===== config.mk =====
export PLATFORM = sky130hd
export DESIGN_NAME = pulse_gen_prog
export DESIGN_NICKNAME = d
export VERILOG_FILES = /design/src/rtl/pulse_gen_prog.sv
export SDC_FILE = /design/constraint.sdc
export NUM_CORES = 1
export LEC_CHECK = 0
export CORE_ASPECT_RATIO = 1.1
export CORE_MARGIN = 3
export CORE_UTILIZATION = 30
export DETAILED_ROUTE_END_ITERATION = 8
export PLACE_DENSITY = 0.49
export SYNTH_ARGS = -nofsm -noshare
export SYNTH_HDL_FRONTEND = slang
export SYNTH_SLANG_ARGS = --single-unit

===== constraint.sdc =====
create_clock -name clk -period 2.09 [get_ports clk]
set_input_delay 0.418 -clock clk [delete_from_list [all_inputs] [get_ports clk]]
set_output_delay 0.418 -clock clk [all_outputs]
set_load 0.05 [all_outputs]

===== src/rtl/pulse_gen_prog.sv =====
// ---------------------------------------------------------------------------
// pulse_gen_prog
//
// Programmable tick generator with two modes:
//   - periodic: a one-cycle pulse every period_reg+1 enabled cycles
//   - one-shot: a single pulse period_reg+2 cycles after start, busy while
//     the shot is in flight
// The terminal count (period_reg) is loadable at runtime.
//
// Optional build macro:
//   PULSE_GEN_RETRIGGER_EN - when defined, start while busy restarts the
//                            one-shot interval (retriggerable timeout).
//                            When undefined, start while busy is ignored.
//
// Ports:
//   clk     in   system clock, all logic on posedge
//   rst     in   synchronous reset, active-high, overrides all inputs
//   en      in   count enable; low holds the counter and state
//   mode    in   0 = periodic, 1 = one-shot
//   start   in   one-shot trigger strobe (ignored in periodic mode)
//   load    in   period load strobe
//   period  in   new terminal count, sampled when load=1
//   pulse   out  registered tick, one cycle wide
//   busy    out  one-shot in progress
//   count   out  current counter value
// ---------------------------------------------------------------------------
module pulse_gen_prog #(
  parameter int unsigned           CNT_W          = 24,
  parameter logic [CNT_W-1:0]      DEFAULT_PERIOD = 24'd12_499_999
) (
  input  logic             clk,
  input  logic             rst,
  input  logic             en,
  input  logic             mode,
  input  logic             start,
  input  logic             load,
  input  logic [CNT_W-1:0] period,
  output logic             pulse,
  output logic             busy,
  output logic [CNT_W-1:0] count
);

  typedef enum logic {
    IDLE = 1'b0,
    RUN  = 1'b1
  } state_t;

  localparam logic [CNT_W-1:0] CNT_ONE = {{(CNT_W-1){1'b0}}, 1'b1};

  state_t           state_q,  state_d;
  logic [CNT_W-1:0] cnt_q,    cnt_d;
  logic [CNT_W-1:0] period_q, period_d;
  logic             pulse_q,  pulse_d;
  logic             busy_q,   busy_d;
  // Previous value of the mode input, used to detect a mode change.
  logic             mode_q;

  logic mode_chg;
  logic terminal;
  logic retrig;

  assign mode_chg = (mode != mode_q);
  assign terminal = (cnt_q == period_q);

`ifdef PULSE_GEN_RETRIGGER_EN
  assign retrig = mode & start;
`else
  assign retrig = 1'b0;
`endif

  always_comb begin
    state_d  = state_q;
    cnt_d    = cnt_q;
    period_d = period_q;
    pulse_d  = 1'b0;

    if (load) begin
      // Load always restarts the count and suppresses any tick this cycle.
      period_d = period;
      cnt_d    = '0;
      if (state_q == RUN && mode_chg) begin
        state_d = IDLE;
      end else if (state_q == IDLE && mode && start && en) begin
        // Load + start together launch the shot with the new period.
        state_d = RUN;
      end
    end else if (state_q == RUN && mode_chg) begin
      state_d = IDLE;
      cnt_d   = '0;
    end else begin
      case (state_q)
        IDLE: begin
          if (en && (!mode || start)) begin
            state_d = RUN;
            cnt_d   = '0;
          end
        end
        RUN: begin
          if (retrig) begin
            // Aborted interval: restart from zero, no pulse.
            cnt_d = '0;
          end else if (en) begin
            if (terminal) begin
              cnt_d   = '0;
              pulse_d = 1'b1;
              if (mode) begin
                state_d = IDLE;
              end
            end else begin
              cnt_d = cnt_q + CNT_ONE;
            end
          end
        end
        default: begin
          state_d = IDLE;
          cnt_d   = '0;
        end
      endcase
    end

    // busy is only meaningful for a one-shot; it drops with the pulse
    // because the terminal count moves the state back to IDLE.
    busy_d = (state_d == RUN) && mode;
  end

  always_ff @(posedge clk) begin
    if (rst) begin
      state_q  <= IDLE;
      cnt_q    <= '0;
      period_q <= DEFAULT_PERIOD;
      pulse_q  <= 1'b0;
      busy_q   <= 1'b0;
      // Track mode during reset so leaving reset is not seen as a change.
      mode_q   <= mode;
    end else begin
      state_q  <= state_d;
      cnt_q    <= cnt_d;
      period_q <= period_d;
      pulse_q  <= pulse_d;
      busy_q   <= busy_d;
      mode_q   <= mode;
    end
  end

  assign pulse = pulse_q;
  assign busy  = busy_q;
  assign count = cnt_q;

endmodule


==> results.yml <==
finish:
  fin_util_pct: 43.0
  n_fill_cell: 802
  syn2layout_area_growth_pct: 36.8
  stdcell_count: 459
  drive_above_1_share_pct: 20.2
  nets: 381
  fin_area_um2: 3460
  n_antenna_cell: 0
synthesis:
  synth_area_leaders: "dfxtp_1 (41%), xor2_1 (10%), a211o_1 (5.5%), nand3_1 (4.6%), nor2b_1 (4.2%)"
  synth_top_area_share_pct: 41.2
  synth_top_area_cell: "dfxtp_1"
  yosysMostFrequentCell: "dfxtp_1"
  ys.flop_type: "dfxtp_1"
  synth_commonest_cells: "dfxtp_1 (52), xor2_1 (30), nand2_1 (24)"
  ys_seq_area_share_pct: 41.2
  synth_edf_count: 0
  ys_warn_count: 0
  synth_fp_nets: 308
  synth_cells: 277
  synth.cell_area_um2: 2530
  ys_ff_latch: 52
  synth.avg_cell_area_um2: 9.13
  synthDistinctLibCells: 45
  async_reset_ff_share_pct: 0
worst_setup_path:
  slowest_delay_ns: 0.80
  cp-startpoint: "count[13]"
  critPathBufInv: 2
  start_kind: "flop"
  r2r_start: "count[3]"
  critPathKind: "reg -> out"
  arrival_ns: 1.63
  crit_family: "buffers and inverters"
  path_max_fanout: 5
  crit_chain: "buf_4 > clkdlybuf4s50_1"
  slowest_stage: "clkdlybuf4s50_1"
  crit_required_ns: 1.67
  cp-end-kind: "output pin"
clock_tree:
  cts.clk_slew.worst_paths_ns: 0.10
  htree_levels: 2
  cts.sinks: 52
  clk_latency_ns: 0.31
  cts_max_path_buffers: 2
  root_buffer: "clkbuf_8"
  postCtsSetupBuffers: 0
  cts_tree: "done"
  cts_buffers: 5
die:
  die_w_um: 93.5
  boundaryPins: 56
  die_y_um: 102
  die_area_um2: 9570
  core_area_um2: 8040
  row_count: 34
  start_util_pct: 31.5
routing:
  drt-initial-drc-count: 101
  vias: 2148
  firstDrtPassIters: 4
  drc: 0
  via_per_inst: 4.68
  totalWireLength_mm: 6.76
  ant_nets: 0
  wl_per_cell_um: 14.7
placement:
  dp_cells: 451
  gp_congestion: 0.785
  detailed_place_hpwl_mm: 5.09
  place_area_um2: 3320
  io_buffers: 55
pwr:
  p_per_area_nw_per_um2: 589
  p_leak_nw: 1.44
  total_power_mw: 2.04
  clkPwrFrac_pct: 37.9
  vdd_drop_max_mv: 0.248
  p_int_mw: 1.57
  p_comb_share_pct: 10.5
  p_sw_share_pct: 22.9
  power_switching_mw: 0.466
  power_frac_seq_pct: 51.6
timing:
  rsz0062_at_grt: "no"
  finalHoldViolCount: 0
  max_slew_margin_pct: 66.2
  drv_slew: 0
  post-route-min-period_ns: 2.05
  fin_crit_sh_pct: 97.9
  setup_violations: 0
  tightest_slew_ns: 0.506
  fmax_mhz: 489
  worst_clock_skew_ns: 0.0116
min_path:
  hold_class: "reg -> reg"
  hp-start: "period_q[5]"
global_route:
  grt.total_usage_pct: 14.7
  antenna_found_initial: 0
  grt_pass1_wl_mm: 10.8
  grt_pass1_vias: 2055
  grt_max_degree: 44
  grt_overflow: 0
run:
  maxCapViolCount: 0
status:
  outcome: "finished clean"
sequential cells by signal (all words and copies together), names as in the netlist:
register,flops
busy,1
state_q,1
mode_q,1
period_q,24
count,24
pulse,1
routing by layer:
metal | up-vias | share of wire (%) | track usage, %
met5 | - | 0 | 0
met4 | 0 | 1.1 | 4.11
met3 | 6 | 3.2 | 2.65
met2 | 40 | 44 | 22.8
met1 | 972 | 52 | 21.1
li1 | 1130 | - | -
layout by cell type (no fill, tap or decap), types with 9 or more instances in the layout:
cell type	instances
a211o_1	16
buf_4	42
clkdlybuf4s50_1	34
dfxtp_1	47
mux2i_1	9
nand2_1	24
nand3_1	23
nor2_1	20
nor2b_1	17
xor2_1	30
area by class of cell:
class / count / area, µm² / share of cell area (%)
clock buffer: 7 / 96.3 / 2.79
sequential: 52 / 1050 / 30.3
tap: 108 / 135 / 3.91
inverter: 3 / 11.3 / 0.326
timing repair buffer: 83 / 747 / 21.6
multi-input combinational: 205 / 1390 / 40.2
clock inverter: 1 / 30.0 / 0.868
worst register-to-register path, delay by kind of cell, from the launching register on:
family,cells,cell delay [ns]
AND/OR/NAND/NOR,6,1.28
flip-flops,1,0.39
buffers and inverters,1,0.17
power groups by stage:
| stage | Clock [mW] | Combinational, mW | Sequential [mW] |
|---|---|---|---|
| floorplan | 0 | 0.115 | 1.07 |
| global placement | 0 | 0.215 | 1.07 |
| detailed placement | 0 | 0.216 | 1.07 |
| CTS | 0.788 | 0.217 | 1.05 |
| global route | 0.819 | 0.236 | 1.06 |
| finish | 0.773 | 0.214 | 1.05 |
final timing paths:
kind	endpoint	slack [ns]	depth (start not counted)
setup / recovery	count[13]	0.04	2
setup reg to reg	count[21]	0.20	7
hold reg to reg	period_q[5]	0.52	2
hold / removal	period_q[5]	0.52	2
kinds of logic after synthesis:
logic type | count (synthesis) | synth area share (%)
adders and majority gates | 1 | 0.495
xor gates and xnor gates | 31 | 10.7
DFF | 52 | 41.2
AOI/OAI and AO/OA | 44 | 13.8
muxes | 9 | 3.56
and+or+nand+nor | 120 | 26.2
buffers and inverters | 20 | 4.01
metrics by stage:
step           worst slack (ns)  hold slack [ns]  setup TNS, ns
6_report                 0.0438            0.520              0
2_1_floorplan            0.0201            0.446              0
3_3_place_gp             -0.156            0.493          -1.59
4_1_cts                 0.00201            0.528              0
3_5_place_dp             -0.191            0.503          -2.28
5_1_grt                 0.00225            0.549              0
timing repair:
item | 4_1_cts | 5_1_grt
hold buffers | 0 | 0
hold endpoints to repair | 0 | 0
gates resized for setup | 1 | 6
setup endpoints to repair | 1 | 5
(Power assumes the default switching activity.)
==> RTL change (same flow settings) <==
Add a define of `PULSE_GEN_RETRIGGER_EN`.
--- a/src/rtl/pulse_gen_prog.sv
+++ b/src/rtl/pulse_gen_prog.sv
@@ -26,2 +26,4 @@
 // ---------------------------------------------------------------------------
+`define PULSE_GEN_RETRIGGER_EN
+
 module pulse_gen_prog #(
Check against the original RTL: not equivalent (a bounded check fails within 4 cycles, from zero or initial values and one cycle with rst high).
==> RTL change against the unedited design <==
- sequential share of layout area shrank 1.1 points
- synthesized area rose by 5.8%
- sequential cell count unchanged
- routed wire length rose by 2.3%
- total power shrank 0.32%
- setup slack better by 0.0080 ns
- final area rose by 4.3%
- worst hold slack worse by 0.031 ns
- largest power group unchanged
==> RTL change: results <==
[finish]
regArea_sq_um = 1050
finalNonFillerCells = 451
buf_share_pct = 21.2
num-clock-buffers = 6
nFillCells = 867
drive_gt1_share_pct = 21.2

[synth]
ys_top_cells_by_area = "dfxtp_1, xor2_1, xnor2_1"
synth_nets = 304
seq_area_frac_synth_pct = 38.9
synth_common_cells = "dfxtp_1, xor2_1, xnor2_1"

[placement]
gp_congestion = 0.830
dpl.hpwl_mm = 5.27

[detailed_routing]
dr_wl_met2_mm = 3.14
routed_wl_mm = 6.91

[worst_setup_path]
r2r_slack_ns = 0.14
reg2reg_depth = 6
rr_endpoint = "count[23]"
max_stage_delay_ns = 0.85
worstSetupEndpoint = "count[15]"

[sta]
fin_crit_ns = 2.04
fin_skew_ns = 0.0161
worst_hold_slack_ns = 0.489

[min_path]
min_path_type = "in -> reg"
holdPathEnd = "busy"
holdPathStages = 3

[grt]
gr-usage-met1_pct = 20.2
grt_util_all_layers_pct = 14.2

[status]
status = "complete, no violations"

[clock_network]
cts_resized = 0

[power]
comb_power_share_pct = 14.4
[RTL change: cell count changes in the layout (fill, tap and decap cells not counted), sizes merged, moves of 6 or more]
cell,unedited run,this run
a211oi,1,22
buf,45,35
clkdlybuf4s50,34,43
nand2,24,14
nand3,24,9
nor2,21,11
nor3,2,8
nor4,6,15
o311ai,8,0
xnor2,1,18
[RTL change: per-stage QoR]
stage	setup TNS, ns	instance area (sq um)
2_1_floorplan	0	2690
3_3_place_gp	-0.0661	3500
3_5_place_dp	-0.237	3500
4_1_cts	0	3600
5_1_grt	0	3610
6_report	0	3610
[RTL change: kinds of logic (layout without fill, tap and decap cells)]
family          count (synthesis)  in the layout  share of synthesized area, %
buf+inv                        24             91                          4.07
flops                          52             52                          38.9
simple gates                   91             91                          22.7
xor+xnor                       47             47                          15.4
fa+ha+maj                       1              1                         0.467
compound gates                 50             50                          15.5
mux                             8              8                          2.99
